===== config.mk =====
export PLATFORM = sky130hd
export DESIGN_NAME = object_draw_scheduler
export DESIGN_NICKNAME = d
export VERILOG_FILES = /design/src/rtl/object_draw_scheduler_pkg.sv /design/src/rtl/object_draw_scheduler_rr_picker.sv /design/src/rtl/object_draw_scheduler.sv
export SDC_FILE = /design/constraint.sdc
export NUM_CORES = 1
export LEC_CHECK = 0
export CAP_MARGIN = 20
export CELL_PAD_IN_SITES_DETAIL_PLACEMENT = 1
export CELL_PAD_IN_SITES_GLOBAL_PLACEMENT = 1
export CORE_MARGIN = 3
export CORE_UTILIZATION = 45
export CTS_BUF_LIST = sky130_fd_sc_hd__clkbuf_2 sky130_fd_sc_hd__clkbuf_4 sky130_fd_sc_hd__clkbuf_8
export CTS_CLUSTER_SIZE = 14
export DETAILED_ROUTE_END_ITERATION = 8
export PLACE_DENSITY = 0.79
export SLEW_MARGIN = 20
export SYNTH_ARGS = -nofsm -noshare
export SYNTH_HDL_FRONTEND = slang
export SYNTH_HIERARCHICAL = 1
export SYNTH_SLANG_ARGS = --single-unit

===== constraint.sdc =====
create_clock -name clock -period 5.8 [get_ports clock]
set_input_delay 1.16 -clock clock [delete_from_list [all_inputs] [get_ports clock]]
set_output_delay 1.16 -clock clock [all_outputs]
set_load 0.1 [all_outputs]

===== src/rtl/object_draw_scheduler_pkg.sv =====
// Shared encodings and default sizing for the object draw scheduler.
package object_draw_scheduler_pkg;

  localparam int DEF_NUM_SLOTS = 12;
  localparam int DEF_NUM_ITEMS = 16;
  localparam int DEF_TIMEOUT   = 4095;
  localparam int ADDR_W        = 4;

  typedef enum logic [2:0] {
    S_IDLE,
    S_PICK,
    S_REQ,
    S_RELEASE,
    S_SCENE_DONE
  } state_e;

endpackage


===== src/rtl/object_draw_scheduler_rr_picker.sv =====
// Rotating first-set search: lowest pending index at or above rr_ptr_i, wrapping.
module rr_picker
  import object_draw_scheduler_pkg::*;
#(
  parameter int NUM_SLOTS = DEF_NUM_SLOTS
) (
  input  logic [NUM_SLOTS-1:0] pending_i,
  input  logic [ADDR_W-1:0]    rr_ptr_i,
  output logic [ADDR_W-1:0]    index_o,
  output logic                 valid_o
);

  // Walk offsets from far to near so the nearest set bit is the last one written.
  always_comb begin
    int pos;
    logic [ADDR_W-1:0] pos_idx;
    pos     = 0;
    pos_idx = '0;
    index_o = '0;
    valid_o = 1'b0;
    for (int i = NUM_SLOTS - 1; i >= 0; i--) begin
      pos = int'(rr_ptr_i) + i;
      if (pos >= NUM_SLOTS) pos = pos - NUM_SLOTS;
      pos_idx = ADDR_W'(pos);
      if (pending_i[pos_idx]) begin
        index_o = pos_idx;
        valid_o = 1'b1;
      end
    end
  end

endmodule


===== src/rtl/object_draw_scheduler.sv =====
// Sequences full-scene passes and per-slot redraws onto a single object-draw
// controller using a level request / level done return-to-zero handshake.
module object_draw_scheduler
  import object_draw_scheduler_pkg::*;
#(
  parameter int NUM_SLOTS = DEF_NUM_SLOTS,
  parameter int NUM_ITEMS = DEF_NUM_ITEMS,
  parameter int TIMEOUT   = DEF_TIMEOUT
) (
  input  logic                 clock,
  input  logic                 resetn,
  input  logic                 start_initial,
  input  logic [NUM_SLOTS-1:0] redraw_req,
  input  logic                 draw_object_done,
  output logic                 start_draw_object,
  output logic [ADDR_W-1:0]    object_location_address,
  output logic                 start_initial_module,
  output logic                 busy,
  output logic                 scene_done,
  output logic                 timeout_err
);

  localparam int TMR_W = $clog2(TIMEOUT + 1);
  localparam logic [ADDR_W-1:0] LAST_ITEM = ADDR_W'(NUM_ITEMS - 1);
  localparam logic [ADDR_W-1:0] LAST_SLOT = ADDR_W'(NUM_SLOTS - 1);
  localparam logic [NUM_SLOTS-1:0] ONE_SLOT = {{(NUM_SLOTS-1){1'b0}}, 1'b1};

  state_e               state_q;
  logic [NUM_SLOTS-1:0] pending_q, pending_d;
  logic [NUM_SLOTS-1:0] requeue_q, requeue_d;
  logic                 init_req_q;
  logic                 init_mode_q;
  logic                 first_q;
  logic [ADDR_W-1:0]    rr_ptr_q;
  logic [TMR_W-1:0]     timer_q;
  logic [ADDR_W-1:0]    addr_q;
  logic                 start_q, busy_q, scene_done_q, timeout_err_q;

  logic [ADDR_W-1:0]    pick_idx;
  logic                 pick_valid;
  logic                 pass_start, redraw_pick;
  logic [NUM_SLOTS-1:0] pick_mask, cur_mask;

  rr_picker #(.NUM_SLOTS(NUM_SLOTS)) u_picker (
    .pending_i (pending_q),
    .rr_ptr_i  (rr_ptr_q),
    .index_o   (pick_idx),
    .valid_o   (pick_valid)
  );

  assign pass_start  = (state_q == S_PICK) && first_q && init_req_q;
  assign redraw_pick = (state_q == S_PICK) && first_q && !init_req_q && pick_valid;
  assign pick_mask   = ONE_SLOT << pick_idx;
  assign cur_mask    = ONE_SLOT << addr_q;

  // A re-request of the slot in flight is shadowed in requeue so that a
  // scene pass starting next (which wipes pending) cannot swallow it.
  always_comb begin
    pending_d = pending_q;
    requeue_d = requeue_q;
    if (state_q == S_IDLE && !init_req_q) begin
      pending_d = pending_q | requeue_q;
      requeue_d = '0;
    end
    if (pass_start) pending_d = '0;
    else if (redraw_pick) pending_d = pending_q & ~pick_mask;
    if (!init_mode_q && (state_q == S_REQ || state_q == S_RELEASE))
      requeue_d = requeue_q | (redraw_req & cur_mask);
    pending_d = pending_d | redraw_req;
  end

  always_ff @(posedge clock) begin
    if (!resetn) begin
      state_q       <= S_IDLE;
      pending_q     <= '0;
      requeue_q     <= '0;
      init_req_q    <= 1'b0;
      init_mode_q   <= 1'b0;
      first_q       <= 1'b0;
      rr_ptr_q      <= '0;
      timer_q       <= '0;
      addr_q        <= '0;
      start_q       <= 1'b0;
      busy_q        <= 1'b0;
      scene_done_q  <= 1'b0;
      timeout_err_q <= 1'b0;
    end else begin
      pending_q    <= pending_d;
      requeue_q    <= requeue_d;
      scene_done_q <= 1'b0;
      case (state_q)
        S_IDLE: begin
          if (init_req_q || (|pending_q)) begin
            state_q     <= S_PICK;
            busy_q      <= 1'b1;
            first_q     <= 1'b1;
            init_mode_q <= init_req_q;
          end
        end
        S_PICK: begin
          state_q <= S_REQ;
          first_q <= 1'b0;
          start_q <= 1'b1;
          timer_q <= TMR_W'(TIMEOUT - 1);
          if (pass_start) begin
            addr_q      <= '0;
            init_mode_q <= 1'b1;
            init_req_q  <= 1'b0;
          end else if (first_q) begin
            if (pick_valid) begin
              addr_q   <= pick_idx;
              rr_ptr_q <= (pick_idx == LAST_SLOT) ? '0 : pick_idx + ADDR_W'(1);
            end
            init_mode_q <= 1'b0;
          end else begin
            addr_q <= addr_q + ADDR_W'(1);
          end
        end
        S_REQ: begin
          if (draw_object_done) begin
            state_q <= S_RELEASE;
            start_q <= 1'b0;
          end else if (timer_q == '0) begin
            state_q       <= S_RELEASE;
            start_q       <= 1'b0;
            timeout_err_q <= 1'b1;
          end else begin
            timer_q <= timer_q - TMR_W'(1);
          end
        end
        S_RELEASE: begin
          if (!draw_object_done) begin
            if (init_mode_q && (addr_q < LAST_ITEM)) begin
              state_q <= S_PICK;
            end else if (init_mode_q) begin
              state_q      <= S_SCENE_DONE;
              init_mode_q  <= 1'b0;
              scene_done_q <= 1'b1;
            end else begin
              state_q <= S_IDLE;
              busy_q  <= 1'b0;
            end
          end
        end
        S_SCENE_DONE: begin
          state_q <= S_IDLE;
          busy_q  <= 1'b0;
        end
        default: begin
          state_q <= S_IDLE;
          busy_q  <= 1'b0;
        end
      endcase
      // A request landing on the same edge that consumes the old one survives.
      if (start_initial) init_req_q <= 1'b1;
    end
  end

  assign start_draw_object       = start_q;
  assign object_location_address = addr_q;
  assign start_initial_module    = init_mode_q;
  assign busy                    = busy_q;
  assign scene_done              = scene_done_q;
  assign timeout_err             = timeout_err_q;

endmodule

==> impl_metrics.yaml <==
cells_and_area:
  multi_input_area_um2: 3990
  drive_gt1_frac: 0.121
  fill_cells: 1404
  diodes: 0
  seq_area_um2: 1080
  area_growth_pct: 8.42
  final_area_um2: 5850
  nets: 713
  fin_util: 0.506
  layout.cells.most_common: "dfxtp_1"
  final_cell_mix: "dfxtp_1 (54), nand2_1 (44), nor2_1 (44)"
drt:
  firstDrtPassIters: 4
  drtIter0Drc: 338
  routed_wl_um: 17700
  vias_per_cell: 6.57
  drc: 0
  drtAntennaViolNets: 0
  num_vias: 5291
  wl_per_cell_um: 21.9
place:
  place.gp.congestion: 0.893
  portBuffers: 24
  hpwl_um: 13600
  pre_cts_slack_ps: 682
  post_dp_cell_area_um2: 5730
global_routing:
  grt_pass1_wl_um: 29400
  antenna_found_initial: 0
  grt_pass1_vias: 5473
  overflow: 0
  track_usage: 0.276
  grt_max_degree: 22
floorplan:
  die_h_um: 115
  core_um2: 11600
  dieArea_um2: 13300
  initial_core_util: 0.466
  die_w_um: 115
  row_count: 39
  pin_count: 25
sta:
  fin_ws_ps: 618
  skew_ps: 13.1
  finalCriticalPeriod_ps: 5180
  relSlewSlack: 0.348
  setup_tns_ps: 0
  setup_viol_count_final: 0
  finalCritPeriodShare: 0.894
  max_freq_mhz: 193
  tightest_slew_ps: 975
  rsz0062_at_grt: "no"
  drv_slew: 0
  hold_viol_final: 0
clock_tree:
  htreeDepth: 2
  numCtsBuffers: 5
  postCtsSetupRepairBufs: 0
  clock-sinks: 54
  tritoncts: "built"
  cts_root_buf: "clkbuf_8"
  insertion_delay_ps: 320
  cts_hold_buf: 0
  cts_resized: 0
  clock_path_buffers: 2
  clk_pin_slew_ps: 110
critical_path:
  crit_type: "register to register"
  cp_data_required_time_ps: 6020
  cp.arrival_ps: 5410
  critPathLaunchType: "register"
  endpoint_kind: "register"
  cp_max_fo: 14
power:
  netSwitchingFraction: 0.463
  power.share.clock: 0.173
  switchingPower_mw: 0.751
  p_comb_frac: 0.543
  power_mw: 1.62
  p_int_mw: 0.870
  p_per_area_nw_per_um2: 277
  p_leak_nw: 2.15
  ir_drop_uv: 189
  power_frac_seq: 0.284
run_status:
  status: "completed"
yosys:
  synth_cell_type_count: 89
  synth-edff-count: 0
  synth_fp_nets: 709
  synth-seq-cells: 54
  synth-seq-area-share: 0.200
  async_reset_ff_frac: 0
  netlist_area_um2: 5390
  syn_avg_cell_area_um2: 8.21
  synth-main-ff-cell: "dfxtp_1"
  synth_top_area_share: 0.200
  synth.area.top_cells: "dfxtp_1 (20%), ha_1 (8.4%), mux4_2 (7.9%), a21oi_1 (4.0%), nand2_1 (3.1%)"
  syn_inst: 657
  synth_warnings: 6
  synth.largest_area_cell: "dfxtp_1"
hold_path:
  hold_path_class: "register to register"
job:
  drv_cap: 0
==> stage by stage <==
step,hold slack (ps),instances
after global placement,452,797
after CTS,497,805
after global routing,514,805
final,496,805
after detailed placement,474,797
after floorplan,437,657
==> cell usage after synthesis, drive strengths merged (4+ instances only) <==
library cell  number
nor4               7
a21oi             44
xnor2              8
a311oi             4
nand2b             5
nor3b              5
clkbuf            22
mux2i             10
nor3              27
nor2b             12
dfxtp             54
nand3b             4
ha                36
and3              10
a21o               4
a221oi             5
nand2             44
and4               5
nor4b              5
mux2               9
o21ai             28
or3                7
o211ai             9
nand3             18
mux4              19
a211oi            21
nand4              9
inv               35
nor2              46
buf               19
o21a              13
or2                5
and2              11
o2111ai            4
o211a              4
a31oi             20
o31ai             14
==> kinds of logic after synthesis <==
group	Yosys count	synth area share
mux	38	0.117
buf+inv	76	0.0610
fa+ha+maj	36	0.0835
xor+xnor	10	0.0190
flops	54	0.200
compound gates	209	0.277
simple gates	234	0.243
==> worst max-delay path: stages (launching register included) <==
cell	delay, ps
dfxtp_1	360
buf_4	230
ha_1	420
and3b_1	340
or2_2	160
inv_1	40
ha_1	200
a221oi_1	430
o21ai_1	100
a221o_1	290
and4b_1	320
a311o_1	330
a31o_1	240
a2111oi_0	410
o21ai_1	110
buf_4	190
inv_1	150
ha_1	200
nand2_1	50
a211oi_1	230
nor3_1	70
o21a_1	190
==> flip-flops by register name (all words and copies together) (netlist names) <==
signal                   count
start_initial_module         1
init_req_q                   1
pending_q                   12
scene_done                   1
rr_ptr_q                     4
timer_q                     12
first_q                      1
busy                         1
object_location_address      4
requeue_q                   12
start_draw_object            1
timeout_err                  1
state_q                      3
==> metal layers <==
layer / routed length [um] / global-route usage / up-vias
li1: - / - / 2526
met1: 7810 / 0.359 / 2617
met2: 8680 / 0.477 / 114
met3: 648 / 0.0350 / 34
met4: 514 / 0.0869 / 0
met5: 0 / 0 / -
==> path summary, 6_finish.rpt <==
kind	start	end	slack (ps)	depth (start not counted)
worst max-delay path	rr_ptr_q[1]$_SDFFE_PN0P_	pending_q[11]$_SDFF_PN0_	620	21
worst max register to register	rr_ptr_q[1]$_SDFFE_PN0P_	pending_q[11]$_SDFF_PN0_	620	21
worst min-delay path	requeue_q[0]$_SDFFE_PN0P_	requeue_q[0]$_SDFFE_PN0P_	500	2
worst min register to register	requeue_q[0]$_SDFFE_PN0P_	requeue_q[0]$_SDFFE_PN0P_	500	2
==> power by group through the flow <==
stage	clock network [mW]	logic, mW	registers [mW]
6_report	0.281	0.879	0.460
5_1_grt	0.303	0.968	0.467
4_1_cts	0.286	0.872	0.459
3_5_place_dp	0	0.862	0.468
3_3_place_gp	0	0.837	0.463
2_1_floorplan	0	0.602	0.481
==> layout make-up <==
type	count	area share
inverter	35	0.0225
sequential	54	0.185
clock buffer	6	0.0141
clock inverter	2	0.00663
timing repair buffer	38	0.0591
multi-input combinational	527	0.682
tap	143	0.0306
(Power assumes the default switching activity.)
